File: src/rtl/mctp_pcievdm_rx_mbox.sv
// -----------------------------------------------------------------------------
// mctp_pcievdm_rx_mbox
//   Receive mailbox between an AVMM writer and a BMC reader for MCTP-over-
//   PCIe-VDM packets. The writer streams DWORDs into a packet buffer through the
//   DATA register (bursts allowed), then writes the packet length to COMMIT.
//   A matching commit hands the buffer to the BMC, and the buffer stays frozen
//   until the BMC releases it. A burst that stalls for too long is dropped.
//
//   Optional feature: define MCTP_RX_MBOX_DBG_EN to build saturating packet
//   and drop counters on dbg_sts. Without it dbg_sts is tied to 0.
//
// Ports
//   clk, reset_n           sole clock, synchronous active-low reset
//   pulse_1us              one-cycle 1 us tick feeding the burst stall timer
//   avmm_slv_*             AVMM slave: word address 0 STATUS (RO),
//                          1 COMMIT (WO), 2 DATA (WO, burst)
//   bmc_pkt_avail/len      committed packet held and its length in DWORDs
//   bmc_rd_en/addr/data    BMC buffer read port, data one cycle after enable
//   bmc_pkt_release        hands the buffer back to the writer
//   dbg_sts                {pkt_cnt, drop_cnt} debug counters
// -----------------------------------------------------------------------------
module mctp_pcievdm_rx_mbox #(
   parameter int ADDR_WIDTH = 20,
   parameter int BRST_WIDTH = 9,
   parameter int BUF_DEPTH  = 64,
   parameter int TIMEOUT_US = 255,
   localparam int PW        = $clog2(BUF_DEPTH + 1)
) (
   input  logic                  clk,
   input  logic                  reset_n,
   input  logic                  pulse_1us,
   input  logic [ADDR_WIDTH-1:0] avmm_slv_addr,
   input  logic                  avmm_slv_write,
   input  logic                  avmm_slv_read,
   input  logic [BRST_WIDTH-1:0] avmm_slv_burstcnt,
   input  logic [31:0]           avmm_slv_wrdata,
   output logic [31:0]           avmm_slv_rddata,
   output logic                  avmm_slv_rddvld,
   output logic                  avmm_slv_waitreq,
   output logic                  bmc_pkt_avail,
   output logic [PW-1:0]         bmc_pkt_len,
   input  logic                  bmc_rd_en,
   input  logic [PW-1:0]         bmc_rd_addr,
   output logic [31:0]           bmc_rd_data,
   input  logic                  bmc_pkt_release,
   output logic [31:0]           dbg_sts
);

   localparam int AW = (BUF_DEPTH > 1) ? $clog2(BUF_DEPTH) : 1;
   localparam int SW = (TIMEOUT_US > 1) ? $clog2(TIMEOUT_US + 1) : 1;

   typedef enum logic [1:0] {S_IDLE, S_BURST, S_HELD} state_t;

   state_t                state_q, state_d;
   logic [PW-1:0]         wr_ptr_q, wr_ptr_d;
   logic                  ovf_q, ovf_d;
   logic [BRST_WIDTH-1:0] rem_q, rem_d;
   logic [SW-1:0]         stall_q, stall_d;
   logic                  avail_q, avail_d;
   logic [PW-1:0]         len_q, len_d;
   logic [31:0]           rddata_q, rddata_d;
   logic                  rddvld_q, rddvld_d;
   logic [31:0]           rd_data_q, rd_data_d;

   logic [31:0]           mem [BUF_DEPTH];

   logic                  is_status, is_commit, is_data;
   logic                  wr_stall, wr_acc, rd_acc, beat;
   logic                  mem_we, commit_evt, drop_evt;
   logic [PW-1:0]         commit_len;
   logic [BRST_WIDTH-1:0] rem_first;
   logic [31:0]           status;

   assign is_status  = (avmm_slv_addr == ADDR_WIDTH'(0));
   assign is_commit  = (avmm_slv_addr == ADDR_WIDTH'(1));
   assign is_data    = (avmm_slv_addr == ADDR_WIDTH'(2));
   assign commit_len = avmm_slv_wrdata[PW-1:0];

   // While the packet is held, anything that could touch the buffer or its
   // length is back-pressured; other writes and all reads still complete.
   assign wr_stall = (state_q == S_HELD) && avmm_slv_write && (is_commit || is_data);
   assign wr_acc   = avmm_slv_write && !wr_stall;
   // A write beside a read wins; the read is dropped without rddvld.
   assign rd_acc   = avmm_slv_read && !avmm_slv_write;
   // Inside a burst the address is ignored: every accepted write is payload.
   assign beat     = wr_acc && ((state_q == S_BURST) || ((state_q == S_IDLE) && is_data));
   // A burstcount of 0 behaves as a single beat.
   assign rem_first = (avmm_slv_burstcnt == '0) ? '0 : avmm_slv_burstcnt - BRST_WIDTH'(1);

   assign avmm_slv_waitreq = wr_stall;
   assign avmm_slv_rddata  = rddata_q;
   assign avmm_slv_rddvld  = rddvld_q;
   assign bmc_pkt_avail    = avail_q;
   assign bmc_pkt_len      = len_q;
   assign bmc_rd_data      = rd_data_q;

   always_comb begin
      status           = '0;
      status[0]        = (state_q == S_HELD);
      status[1]        = ovf_q;
      status[2]        = (state_q == S_BURST);
      status[8 +: PW]  = wr_ptr_q;
   end

   always_comb begin
      state_d    = state_q;
      wr_ptr_d   = wr_ptr_q;
      ovf_d      = ovf_q;
      rem_d      = rem_q;
      stall_d    = stall_q;
      avail_d    = avail_q;
      len_d      = len_q;
      mem_we     = 1'b0;
      commit_evt = 1'b0;
      drop_evt   = 1'b0;

      // A beat arriving with the buffer full is lost; the overflow flag
      // guarantees the following commit is refused.
      if (beat) begin
         if (wr_ptr_q == PW'(BUF_DEPTH)) begin
            ovf_d = 1'b1;
         end else begin
            mem_we   = 1'b1;
            wr_ptr_d = wr_ptr_q + PW'(1);
         end
      end

      unique case (state_q)
         S_IDLE: begin
            if (beat) begin
               rem_d   = rem_first;
               stall_d = '0;
               if (rem_first != '0) state_d = S_BURST;
            end else if (wr_acc && is_commit) begin
               if ((commit_len == wr_ptr_q) && (commit_len != '0) && !ovf_q) begin
                  state_d    = S_HELD;
                  avail_d    = 1'b1;
                  len_d      = commit_len;
                  commit_evt = 1'b1;
               end else begin
                  wr_ptr_d = '0;
                  ovf_d    = 1'b0;
                  drop_evt = 1'b1;
               end
            end
         end
         S_BURST: begin
            if (beat) begin
               rem_d   = rem_q - BRST_WIDTH'(1);
               stall_d = '0;
               if (rem_q == BRST_WIDTH'(1)) state_d = S_IDLE;
            end else if (pulse_1us) begin
               if (stall_q == SW'(TIMEOUT_US - 1)) begin
                  state_d  = S_IDLE;
                  wr_ptr_d = '0;
                  ovf_d    = 1'b0;
                  stall_d  = '0;
                  drop_evt = 1'b1;
               end else begin
                  stall_d = stall_q + SW'(1);
               end
            end
         end
         S_HELD: begin
            if (bmc_pkt_release) begin
               state_d  = S_IDLE;
               wr_ptr_d = '0;
               avail_d  = 1'b0;
               len_d    = '0;
            end
         end
         default: state_d = S_IDLE;
      endcase
   end

   always_comb begin
      rddvld_d  = rd_acc;
      rddata_d  = (rd_acc && is_status) ? status : 32'h0;
      rd_data_d = rd_data_q;
      if (bmc_rd_en) begin
         rd_data_d = (bmc_rd_addr < PW'(BUF_DEPTH)) ? mem[bmc_rd_addr[AW-1:0]] : 32'h0;
      end
   end

   always_ff @(posedge clk) begin
      if (!reset_n) begin
         state_q   <= S_IDLE;
         wr_ptr_q  <= '0;
         ovf_q     <= 1'b0;
         rem_q     <= '0;
         stall_q   <= '0;
         avail_q   <= 1'b0;
         len_q     <= '0;
         rddata_q  <= '0;
         rddvld_q  <= 1'b0;
         rd_data_q <= '0;
      end else begin
         state_q   <= state_d;
         wr_ptr_q  <= wr_ptr_d;
         ovf_q     <= ovf_d;
         rem_q     <= rem_d;
         stall_q   <= stall_d;
         avail_q   <= avail_d;
         len_q     <= len_d;
         rddata_q  <= rddata_d;
         rddvld_q  <= rddvld_d;
         rd_data_q <= rd_data_d;
      end
   end

   // Buffer storage carries no reset; validity is tracked by wr_ptr.
   always_ff @(posedge clk) begin
      if (reset_n && mem_we) mem[wr_ptr_q[AW-1:0]] <= avmm_slv_wrdata;
   end

`ifdef MCTP_RX_MBOX_DBG_EN
   logic [15:0] pkt_cnt_q, pkt_cnt_d, drop_cnt_q, drop_cnt_d;

   always_comb begin
      pkt_cnt_d  = pkt_cnt_q;
      drop_cnt_d = drop_cnt_q;
      if (commit_evt && (pkt_cnt_q != 16'hFFFF))  pkt_cnt_d  = pkt_cnt_q + 16'd1;
      if (drop_evt   && (drop_cnt_q != 16'hFFFF)) drop_cnt_d = drop_cnt_q + 16'd1;
   end

   always_ff @(posedge clk) begin
      if (!reset_n) begin
         pkt_cnt_q  <= '0;
         drop_cnt_q <= '0;
      end else begin
         pkt_cnt_q  <= pkt_cnt_d;
         drop_cnt_q <= drop_cnt_d;
      end
   end

   assign dbg_sts = {pkt_cnt_q, drop_cnt_q};
`else
   logic evt_unused;
   assign evt_unused = commit_evt | drop_evt;
   assign dbg_sts    = '0;
`endif

endmodule

File: config.mk
export PLATFORM = sky130hd
export DESIGN_NAME = mctp_pcievdm_rx_mbox
export DESIGN_NICKNAME = d
export VERILOG_FILES = /design/src/rtl/mctp_pcievdm_rx_mbox.sv
export SDC_FILE = /design/constraint.sdc
export NUM_CORES = 2
export LEC_CHECK = 0
export BUFFER_PORTS_ARGS = -buffer_cell sky130_fd_sc_hd__buf_2
export CORE_UTILIZATION = 56
export CTS_CLUSTER_SIZE = 12
export DETAILED_ROUTE_END_ITERATION = 6
export GPL_TIMING_DRIVEN = 0
export PLACE_DENSITY_LB_ADDON = 0.05
export RECOVER_POWER = 100
export SLEW_MARGIN = 20
export SYNTH_ARGS = -nofsm -noshare
export SYNTH_HDL_FRONTEND = slang
export SYNTH_SLANG_ARGS = --single-unit
File: constraint.sdc
create_clock -name clk -period 4.9 [get_ports clk]
set_input_delay 0.98 -clock clk [delete_from_list [all_inputs] [get_ports clk]]
set_output_delay 0.98 -clock clk [all_outputs]
set_load 0.005 [all_outputs]
==> metrics.md <==
| Metric | Value |
|---|---|
| Crit path from | reset_n |
| Area growth from synthesis to layout | 14.26% |
| Total GRT Usage | 0.3960 |
| Initial antenna violation count | 7 |
| CP Class | in -> reg |
| Crit path DAT | around 5.6 ns |
| Slowest CP cell | nor2_1 |
| Via count | 46,480 |
| ANT nets after route | 0 |
| Congestion Overflow GR | 0 |
| Worst-Margin Slew | ~3.5 ns |
| FILL cells | approximately 9,800 |
| Wire per inst | approximately 45 um |
| Worst Hold Path Cells | 3 |
| Fin nets | 4,481 |
| Reg2reg end | mem[9][9] |
| DP Worst Slack | -0.3130 ns |
| Root Driver | clkbuf_16 |
| Leakage Power | 30.18 nW |
| Period utilization | 1.046 |
| Setup crit end | mem[42][7] |
| CP Launch Type | input pin |
| Worst skew pair latency | approximately 0.85 ns |
| Fin crit period | roughly 5 ns |
| Most common cell after layout, fill and taps aside | edfxtp_1 |
| Global-route wire length before repair | 380,700 um |
| Ports | about 180 |
| Setup TNS | -24.21 ns |
| EDFF count, synth | just over 2,000 |
| Final WS setup | -0.2276 ns |
| Clk pin slew, worst setup/hold paths | ~0.06 ns |
| CTS tree | yes |
| Worst hold path class | in -> reg |
| Pin count of the biggest net entering global routing | between 60 and 70 |
| Worst rel slew slack | -1.328 |
| Avg Cell Area, Syn | between 20 and 25 um^2 |
| Multi-input gate area | about 0.018 mm^2 |
| FFs w/ async S/R, synth | 0 |
| Via/cell ratio | between 7 and 8 |
| Cell count after synthesis | about 3,800 |
| Post-synthesis sequential area ratio | 0.7700 |
| Clock sinks | about 2,100 |
| Drc violations | 0 |
| Synth area leaders | edfxtp_1 75%, mux4_2 14%, dfxtp_1 1.9%, mux2i_1 1.5%, nor2_1 0.71% |
| Worst VDD drop | between 300 and 400 uV |
| Iter 0 DRT Violations | around 8,600 |
| Distinct cell type count after synthesis | 65 |
| Port-buffer cells | about 120 |
| RR Startpoint | wr_ptr_q[5] |
| Synth warn | 0 |
| Peak Freq | roughly 200 MHz |
| Placer Congestion | ~0.94 |
| Dominant synthesized flop cell | edfxtp_1 |
| Worst hold start | avmm_slv_read |
| Initial Util | 0.5674 |
| Pwr Density | between 300 and 400 mW/mm^2 |
| Final Max Tran Viols | between 2,000 and 2,500 |
| DP HPWL | 196,800 um |
| # H-tree levels | 4 |
| Crit path cell chain | clkbuf_1 -> inv_1 -> nor3_1 -> nand3_1 -> nor2_1 -> clkbuf_2 |
| CTS hold repair buffers | 0 |
| Crit. End Element | flop |
| Clock Skew | 0.03149 ns |
| Horiz. Die Dim | around 380 um |
| Row cnt | 139 |
| Violated checks | capacitance limit, slew limit, setup timing |
| Hold Vio Cnt, Final | 0 |
| Crit path largest cell delay | 1.22 ns |
| Mapped Area | between 0.08 and 0.09 mm^2 |
| Worst Reg2Reg Path Length in Cells | 9 |
| Critical path required time | roughly 5.4 ns |
| Max-cap violations | 50 |
| Vias in the first global route | 43,440 |
| Die area | 0.1478 mm^2 |
| Area share of the largest cell type after synthesis | 0.7509 |
| Core area | 0.1444 mm^2 |
| Storage cell area | around 0.063 mm^2 |
| Worst-path fanout max | 13 |
| Total Power | roughly 37 mW |
| Pre-antenna DRT Iters | 6 |
| CTS Buf Count | 210 |
| Clock buffer depth | 3 |
| Final setup vio count | roughly 320 |
| Die Y | 384.4 um |
| Layout cells sized above 1 | 0.2613 |
| Top cell type by total area after synthesis | edfxtp_1 |
| Status | finished, violations left |
| Worst reg-to-reg setup slack | -0.04 ns |
| Post-layout util | 0.6483 |
| DRT Wirelength | 289,500 um |
| Leading cell types in the layout, fill and taps excluded | 2,048 x edfxtp_1, 513 x mux4_2, 232 x clkbuf_1 |
| #FFs+latches synth | 2,126 |
==> kinds of logic after synthesis <==
kind of cell | share of synthesized area
AO/OA/AOI/OAI | 0.02644
XOR/XNOR | 0.002353
adder cells (fa/ha/maj) | 0.001069
buffers and inverters | 0.01599
flip-flops | 0.7700
multiplexers | 0.1571
other | 0.00004579
AND/OR/NAND/NOR | 0.02701
==> worst min path at each step <==
stage                       to  slack [ns]
5_1_grt        avmm_slv_rddvld        0.39
3_3_place_gp    bmc_pkt_len[6]        0.45
3_5_place_dp          rem_q[7]        0.45
4_1_cts        avmm_slv_rddvld        0.36
2_1_floorplan         rem_q[7]        0.43
6_report       avmm_slv_rddvld        0.40
==> layer usage <==
layer	vias up	GRT usage	wire length, um	share of wire
li1	17150	-	-	-
met1	24380	0.5553	100300	0.35
met2	4165	0.5739	125700	0.43
met3	780	0.1147	44790	0.15
met4	8	0.1971	18480	0.064
met5	-	0	289	0.0010
==> flip-flops by register name, summed over array words and instances, names as in the netlist, 2 cells and up <==
| register | count |
|---|---|
| mem | 2048 |
| bmc_rd_data | 32 |
| avmm_slv_rddata | 10 |
| rem_q | 9 |
| stall_q | 8 |
| bmc_pkt_len | 7 |
| wr_ptr_q | 7 |
| state_q | 2 |
==> synthesized netlist by cell type (24+ instances only) <==
| cell type | count |
|---|---|
| nor2b_1 | 24 |
| mux2i_1 | 119 |
| buf_2 | 84 |
| a31oi_1 | 27 |
| nand2_1 | 116 |
| mux4_2 | 513 |
| nand3_1 | 60 |
| dfxtp_1 | 78 |
| clkbuf_1 | 76 |
| o22ai_1 | 29 |
| a22oi_1 | 50 |
| nor2_1 | 155 |
| o21ai_0 | 42 |
| a21oi_1 | 49 |
| buf_4 | 57 |
| buf_1 | 26 |
| edfxtp_1 | 2048 |
| nor3_1 | 28 |
==> report_power, final <==
group | leakage, nW | switching [mW] | internal, mW
logic | 8.12 | 1.36 | 0.617
registers | 19.0 | 0.0206 | 20.0
clock network | 3.03 | 6.66 | 8.43
total | 30.2 | 8.05 | 29.0
==> per-stage QoR <==
step | cell area [um^2] | hold WS (ns) | instances
CTS | 95590 | 0.3620 | 6463
finish | 93580 | 0.3955 | 6474
global placement | 85090 | 0.4451 | 5923
floorplan | 82100 | 0.4264 | 3899
global route | 93570 | 0.3884 | 6469
detailed placement | 89320 | 0.4466 | 6084
==> critical path: cells and delay by family <==
family	cells	cell delay, ns
buffers and inverters	3	2.17
and+or+nand+nor	3	2.37
==> final cells by class <==
type,instances,share of cell area
flip-flops and latches,2126,0.6739
multi-input cells,1511,0.1903
clock buffers,341,0.06444
repair buffers,288,0.02881
well taps,1903,0.02544
plain buffers,244,0.01372
clock inverters,38,0.002540
inverters,18,0.0007220
diodes,5,0.0001337
==> what timing repair did <==
| action | 4_1_cts | 5_1_grt |
|---|---|---|
| setup endpoints to repair | 0 | 51 |
| resized for setup | 0 | 0 |
| buffers inserted | 0 | 6 |
Note: power is estimated with default switching activity, not from simulation.
